$ cat config.mk
export PLATFORM = sky130hd
export DESIGN_NAME = datapath_ctrl
export DESIGN_NICKNAME = d
export VERILOG_FILES = /design/src/rtl/datapath_ctrl.sv
export SDC_FILE = /design/constraint.sdc
export NUM_CORES = 1
export LEC_CHECK = 0
export CORE_MARGIN = 2
export CORE_UTILIZATION = 55
export CTS_BUF_LIST = sky130_fd_sc_hd__clkbuf_8 sky130_fd_sc_hd__clkbuf_16
export CTS_CLUSTER_DIAMETER = 40
export DETAILED_ROUTE_END_ITERATION = 12
export GPL_TIMING_DRIVEN = 0
export PLACE_DENSITY = 0.83
export REMOVE_ABC_BUFFERS = 1
export SYNTH_ARGS = -nofsm -noshare
export SYNTH_HDL_FRONTEND = slang
export SYNTH_SLANG_ARGS = --single-unit
export TNS_END_PERCENT = 100
$ cat constraint.sdc
create_clock -name clk -period 3.7 [get_ports clk]
set_input_delay 0.37 -clock clk [delete_from_list [all_inputs] [get_ports clk]]
set_output_delay 0.37 -clock clk [all_outputs]
set_load 0.02 [all_outputs]
$ cat src/rtl/datapath_ctrl.sv
// Register-file datapath with A/B/C pipeline registers, B-path shifter and ALU,
// sequenced by a multi-cycle controller that runs one command per start handshake.
module datapath_ctrl #(
   parameter int unsigned WIDTH = 16,
   parameter int unsigned NREGS = 8,
   parameter int unsigned RBITS = $clog2(NREGS)
) (
   input  logic             clk,
   input  logic             reset,
   input  logic             s,
   input  logic [2:0]       op,
   input  logic [1:0]       shift,
   input  logic [RBITS-1:0] rd,
   input  logic [RBITS-1:0] rn,
   input  logic [RBITS-1:0] rm,
   input  logic [WIDTH-1:0] imm,
   output logic             w,
   output logic             done,
   output logic [WIDTH-1:0] datapath_out,
   output logic             N,
   output logic             V,
   output logic             Z,
   input  logic [RBITS-1:0] dbg_addr,
   output logic [WIDTH-1:0] dbg_data
);

   localparam logic [2:0] OpMovi = 3'b000;
   localparam logic [2:0] OpMov  = 3'b001;
   localparam logic [2:0] OpAdd  = 3'b010;
   localparam logic [2:0] OpCmp  = 3'b011;
   localparam logic [2:0] OpAnd  = 3'b100;
   localparam logic [2:0] OpMvn  = 3'b101;

   typedef enum logic [2:0] {StWait, StLda, StLdb, StAlu, StWb, StWimm} state_t;

   state_t             r_state;
   state_t             w_next;
   logic               w_done_next;
   logic [2:0]         r_op;
   logic [1:0]         r_shift;
   logic [RBITS-1:0]   r_rd;
   logic [RBITS-1:0]   r_rn;
   logic [RBITS-1:0]   r_rm;
   logic [WIDTH-1:0]   r_imm;
   logic [WIDTH-1:0]   r_regs [NREGS];
   logic [WIDTH-1:0]   r_a;
   logic [WIDTH-1:0]   r_b;
   logic [WIDTH-1:0]   r_c;
   logic               r_n;
   logic               r_v;
   logic               r_z;
   logic               r_done;

   logic [WIDTH-1:0]   w_bsh;
   logic [WIDTH-1:0]   w_sum;
   logic [WIDTH-1:0]   w_diff;
   logic [WIDTH-1:0]   w_res;
   logic               w_v;
   logic               w_upd_flags;
   logic               w_wr_c;

   // Next-state and done generation; the command decision in WAIT uses the live op.
   always_comb begin
      w_next      = r_state;
      w_done_next = 1'b0;
      unique case (r_state)
         StWait: begin
            if (s) begin
               unique case (op)
                  OpMovi:               w_next = StWimm;
                  OpMov, OpMvn:         w_next = StLdb;
                  OpAdd, OpCmp, OpAnd:  w_next = StLda;
                  default:              w_done_next = 1'b1;
               endcase
            end
         end
         StLda: w_next = StLdb;
         StLdb: w_next = StAlu;
         StAlu: begin
            if (r_op == OpCmp) begin
               w_next      = StWait;
               w_done_next = 1'b1;
            end else begin
               w_next = StWb;
            end
         end
         StWb, StWimm: begin
            w_next      = StWait;
            w_done_next = 1'b1;
         end
         default: w_next = StWait;
      endcase
   end

   always_comb begin
      w_bsh = r_b;
      unique case (r_shift)
         2'b00: w_bsh = r_b;
         2'b01: w_bsh = {r_b[WIDTH-2:0], 1'b0};
         2'b10: w_bsh = {1'b0, r_b[WIDTH-1:1]};
         2'b11: w_bsh = {r_b[WIDTH-1], r_b[WIDTH-1:1]};
         default: w_bsh = r_b;
      endcase
   end

   assign w_sum  = r_a + w_bsh;
   assign w_diff = r_a - w_bsh;

   // MOV writes C but leaves flags alone; CMP updates flags but leaves C alone.
   always_comb begin
      w_res       = '0;
      w_v         = 1'b0;
      w_upd_flags = 1'b0;
      w_wr_c      = 1'b0;
      unique case (r_op)
         OpAdd: begin
            w_res       = w_sum;
            w_v         = (r_a[WIDTH-1] == w_bsh[WIDTH-1]) && (w_sum[WIDTH-1] != r_a[WIDTH-1]);
            w_upd_flags = 1'b1;
            w_wr_c      = 1'b1;
         end
         OpCmp: begin
            w_res       = w_diff;
            w_v         = (r_a[WIDTH-1] != w_bsh[WIDTH-1]) && (w_diff[WIDTH-1] != r_a[WIDTH-1]);
            w_upd_flags = 1'b1;
         end
         OpAnd: begin
            w_res       = r_a & w_bsh;
            w_upd_flags = 1'b1;
            w_wr_c      = 1'b1;
         end
         OpMvn: begin
            w_res       = ~w_bsh;
            w_upd_flags = 1'b1;
            w_wr_c      = 1'b1;
         end
         OpMov: begin
            w_res  = w_bsh;
            w_wr_c = 1'b1;
         end
         default: w_res = '0;
      endcase
   end

   always_ff @(posedge clk) begin
      if (reset) begin
         r_state <= StWait;
         r_done  <= 1'b0;
         r_op    <= '0;
         r_shift <= '0;
         r_rd    <= '0;
         r_rn    <= '0;
         r_rm    <= '0;
         r_imm   <= '0;
         r_a     <= '0;
         r_b     <= '0;
         r_c     <= '0;
         r_n     <= 1'b0;
         r_v     <= 1'b0;
         r_z     <= 1'b0;
         for (int i = 0; i < NREGS; i++) begin
            r_regs[i] <= '0;
         end
      end else begin
         r_state <= w_next;
         r_done  <= w_done_next;
         unique case (r_state)
            StWait: begin
               if (s) begin
                  r_op    <= op;
                  r_shift <= shift;
                  r_rd    <= rd;
                  r_rn    <= rn;
                  r_rm    <= rm;
                  r_imm   <= imm;
               end
            end
            StLda: r_a <= r_regs[r_rn];
            StLdb: r_b <= r_regs[r_rm];
            StAlu: begin
               if (w_wr_c) begin
                  r_c <= w_res;
               end
               if (w_upd_flags) begin
                  r_n <= w_res[WIDTH-1];
                  r_v <= w_v;
                  r_z <= (w_res == '0);
               end
            end
            StWb:   r_regs[r_rd] <= r_c;
            StWimm: r_regs[r_rd] <= r_imm;
            default: r_done <= 1'b0;
         endcase
      end
   end

   assign w            = (r_state == StWait);
   assign done         = r_done;
   assign datapath_out = r_c;
   assign N            = r_n;
   assign V            = r_v;
   assign Z            = r_z;
   assign dbg_data     = r_regs[dbg_addr];

endmodule

# After elaboration in Yosys (flattened, before gate mapping)
# Memory sizes are Yosys's and may differ from the RTL's. A register that Yosys moved wholly into a read port is not among the register bits.
# Cells that the tools add are included.
# W data, S select, Z words.
# totals
register_bits,53
ramBits,128
output_inout_bits,37
elab_cells,87
memories,1
# classes
n_addsub,2
eq_ne,24
n_mux,25
bitwise_logic,4
n_reduce_logical,19
# mem_list
name,words,width,rd,rd_clocked_by_memory_dff,wr,line_no,text
r_regs,8,16,3,2,8,45,logic [WIDTH-1:0] r_regs [NREGS];
# op_table
op,n
$pmux W16 S5,1
$pmux W16 S4,1
$mux W16,2
$eq A3 B2 Y1 const B,6
$eq A3 B3 Y1 const B,6
$add A16 B16 Y16,1
$and A16 B16 Y16,1
$logic_not A16 Y1,1
$not A16 Y16,1
$reduce_or A16 Y1,1
$sub A16 B16 Y16,1
$mux W1,14
$pmux W3 S4,1
$reduce_or A6 Y1,2
$eq A3 B1 Y1 const B,3
$mux W3,3
$pmux W3 S3,1
$reduce_and A2 Y1,4
$reduce_or A4 Y1,2
$logic_not A3 Y1,2
$reduce_or A2 Y1,3
$eq A2 B2 Y1 const B,2
$ne A4 B1 Y1 const B,1
$ne A1 B1 Y1,3
10 further kinds,11

# Depth between registers and ports, before layout
# depth
word_depth,7
mapped_depth,17
ltp_nobuf,14

# Least setup slack after synthesis
# No wires, ideal clock.
# synth_timing
path_type,reg-to-reg
startpoint,register r_shift[0]
endpoint,"register r_z, in the netlist Z"
setup_time_ns,0.069
t_arrival_ns,3.511
path_slack_ns,0.120
path_stages_with_launch,17
n_path_buf,3
synth_period_minus_slack_ns,3.580
path_cell_list,dfxtp_1 buf_2 buf_4 mux2i_1 nor2_1 a21oi_1 inv_1 ha_1 clkdlybuf4s18_1 a21oi_1 and2b_1 o21a_1 a311o_1 mux2i_1 o2111ai_1 or4b_1 o21ai_1
# synth_via
elab_chain_cells,5
word_cells_on_any_way,11
# synth_lines
item,line_no,text
from (decl),40,logic [1:0] r_shift;
from (signal assigned),171,r_shift <= shift;
$eq A2 B2 Y1 (tied with other cells),97,unique case (r_shift)
$pmux W16 S4 (*),97,
$sub A16 B16 Y16 (tied with other cells),107,assign w_diff = r_a - w_bsh;
$pmux W16 S5 (*),115,unique case (r_op)
$logic_not A16 Y1 (*),187,r_z <= (w_res == '0);
to (signal assigned),187,
to (decl),51,logic r_z;
# Mark *: on every way between the ends. The rest lies on a longest branch, timed or not.
# A chain may end at the register's enable or synchronous reset.

# Worst setup path after layout
# Ends and elaborated chain as after synthesis.

==> results.yml <==
logic_synthesis:
  yosysSeqAreaShare_pct: 42.4
  netlist_area_um2: 13100
  synth-compound-area-share_pct: 10.8
  synth_top_family_by_area: "multiplexers"
  synthXorXnorAreaFrac_pct: 1.81
  yosysTopAreaCell: "edfxtp_1"
  synthTopCellsByArea: "edfxtp_1, mux4_2, dfxtp_1, nor2_1, mux2i_1"
  muxShareOfSynthArea_pct: 23.5
  synth.distinct_cells: 78
  synth_warnings: 0
  avgSynthCellArea_um2: 10.9
  syn_inst: 1203
  yosys.area_share.simple_pct: 13.4
  async_flop_share_pct: 0
  synth.ff_latch_count: 213
  synth_fa_ha_area_share_pct: 3.75
  synth-main-ff-cell: "edfxtp_1"
  synth_enable_flop_cells: 128
  yosys.area.top_type_share_pct: 29.4
worst_hold_path:
  hold_path.class: "input pin to flop"
  hp-start: "rn[0]"
flow_run:
  cap_violations: 0
die:
  initial_core_util_pct: 56.0
  die-area_um2: 25100
  core_area_um2: 23400
  die_w_um: 158
  die_h_um: 158
  num_io_pins: 73
  rows: 56
cells_and_area:
  insertedDiodeCount: 0
  final_cell_mix: "nor2_1, edfxtp_1, nand2_1, mux4_2, dfxtp_1"
  final_common_cell: "nor2_1"
  syn2layout_area_growth_pct: 16.1
  fill_cells: 1729
  design_area_um2: 15200
  layout-drive-gt1-share_pct: 21.3
  nets: 1307
clock_tree:
  htreeDepth: 1
  clk_latency_ns: 0.54
  clk_pin_slew_worst_paths_ns: 0.06
  root_buffer: "clkbuf_16"
  cts_tree: "built"
  cts_made_buffers: 27
  cts.path.max_buffers: 3
  clock_sinks: 213
worst_setup_path:
  path_cells: "buf_4 > nor2b_1 > a211oi_2 > nor2_4 > ha_4 > a21o_1 > a221o_2 > a21oi_4 > nor2_2 > a311o_1 > mux2i_1 > o2111ai_2 > or4b_1 > o21ai_1"
  critPathArrivalTime_ns: 4.18
  r2r_start: "r_shift[0]$_SDFFE_PP0P_"
  critPathSlowestCell: "or4b_1"
  crit_fanout: 7
  crit_start: "r_shift[0]$_SDFFE_PP0P_"
  required_ns: 4.17
  critPathCaptureType: "flop"
  cp_slowest_stage_delay_ns: 0.50
  worstSetupPathType: "flop to flop"
  start_kind: "flop"
global_route:
  first_global_vias: 10200
  grt-ovfl-total: 0
  antenna_found_initial: 1
  grt_max_degree: 50
  grtUsageTotal_pct: 29.6
  grt_first_pass_wirelength_um: 56300
detailed_routing:
  avgViaCountPerCell: 6.67
  drc: 0
  antenna_left: 0
  drtPass1Iterations: 6
  wl_um: 37400
  detail_route.wl_per_cell_um: 23.8
  vias: 10500
  drtIter0Drc: 1165
sta:
  period_needed_ns: 3.71
  min_period_over_period_pct: 100
  relSlewSlack_pct: 11.0
  worstMarginPinSlew_ns: 1.33
  drv_slew: 0
  layout_setup_ws_ns: -0.00923
  setup_violations: 1
  rsz0062_at_grt: "yes"
  max_freq_mhz: 270
  timing_hold_violations_final: 0
  fin_skew_ns: 0.0108
place:
  gp_congestion: 0.877
  dp_slack_ns: -1.24
  hpwl_um: 23800
  dpl_cell_area_um2: 13900
  io_buffers: 72
power:
  p_per_area_nw_per_um2: 488
  seq_power_share_pct: 39.5
  switchingPower_mw: 2.42
  power_leakage_nw: 5.12
  sw_frac_of_total_pct: 32.5
  p_comb_share_pct: 26.4
  intPower_mw: 5.01
  p_clk_share_pct: 34.1
  ir_drop_mv: 0.415
outcome:
  violations: "setup timing"
  status: "complete, but fails checks"
synthesized netlist by cell type (3+ instances only):
cell       number
nor2_1        215
edfxtp_1      128
nand2_1       101
mux4_2         96
dfxtp_1        85
a21oi_1        65
mux2i_1        65
clkbuf_1       60
a211oi_1       46
ha_1           36
inv_1          27
mux2_2         24
o21ai_0        22
nor3_1         19
xnor2_1        18
buf_1          17
nor2b_1        14
nand2b_1       10
a22oi_1         9
a31oi_1         9
xor2_1          9
nand3_1         8
clkbuf_8        7
o211ai_1        6
and2_1          5
and3_1          5
buf_2           5
o31ai_1         5
nor3b_1         4
o21bai_1        4
a2111oi_0       3
a211o_1         3
a221oi_1        3
and3_2          3
nand4_1         3
nor4_1          3
o21a_1          3
o22ai_1         3
o311ai_0        3
or4_1           3
stage by stage:
stage          utilization (%)  instances  power, mW  hold slack, ns  TNS (ns)
2_1_floorplan                -       1108       4.10           0.430    -0.179
3_3_place_gp              58.7       1499       4.59           0.444   -394.18
3_5_place_dp              59.2       1506       4.66           0.448     -8.26
4_1_cts                   63.7       1562       7.24           0.362   -0.0220
5_1_grt                   65.0       1573       7.68           0.380    -0.234
6_report                  65.0       1573       7.43           0.370  -0.00923
critical path, delay by kind of cell (launching register included):
kind,cells,cell delay [ns]
adders and majority gates,1,0.25
DFF,1,0.42
AOI/OAI and AO/OA,7,1.82
and+or+nand+nor,4,0.75
muxes,1,0.23
buffers and inverters,1,0.20
state kept, by name, summed over array words and instances (netlist names):
name and flops:
N 1, V 1, Z 1, datapath_out 16, done 1, r_a 16, r_b 16, r_imm 16
r_op 3, r_rd 3, r_regs 128, r_rm 3, r_rn 3, r_shift 2, r_state 3
area by class of cell:
cell class	instances	area, um2	area share (%)
inverters	28	108	0.708
clock buffers	31	742	4.88
well taps	319	399	2.62
multi-input cells	867	7320	48.1
repair buffers	96	952	6.26
clock inverters	19	126	0.831
flip-flops and latches	213	5560	36.6
power by group through the flow:
stage / clock [mW] / combinational [mW] / sequential (mW)
after CTS: 2.53 / 1.79 / 2.92
after global routing: 2.63 / 2.10 / 2.95
after global placement: 0 / 1.63 / 2.97
final: 2.53 / 1.96 / 2.94
after detailed placement: 0 / 1.69 / 2.97
after floorplan: 0 / 1.21 / 2.89
layer usage:
layer  part of all wire [%]  vias to the layer above  global-route usage, %  wire [um]
met5                  0.035                        -                      0         13
met4                    4.6                        2                   13.6       1710
met3                    9.9                      151                   4.38       3710
met2                     50                      696                   51.5      18700
met1                     36                     5088                   36.7      13400
li1                       -                     4557                      -          -
cells by family (layout without fill, tap and decap cells):
kind of cell / Yosys count / after routing
flip-flops: 213 / 213
AO/OA/AOI/OAI: 211 / 211
multiplexers: 185 / 185
buffers and inverters: 123 / 174
XOR/XNOR: 27 / 27
adder cells (fa/ha/maj): 38 / 38
AND/OR/NAND/NOR: 406 / 406
worst paths after layout:
kind                                              end  slack (ns)  cells after the start
worst min register to register  r_imm[6]$_SDFFE_PP0P_        0.45                      2
worst max register to register         Z$_SDFFE_PP0P_      -0.009                     14
worst min-delay path             r_rn[0]$_SDFFE_PP0P_        0.37                      3
worst max-delay path                   Z$_SDFFE_PP0P_      -0.009                     14
repair_timing:
action,CTS,global route
hold buffers,0,0
setup endpoints to repair,14,4
buffers inserted,6,11
resized for setup,29,51
pin swaps,8,23
Note: power is estimated with default switching activity, not from simulation.
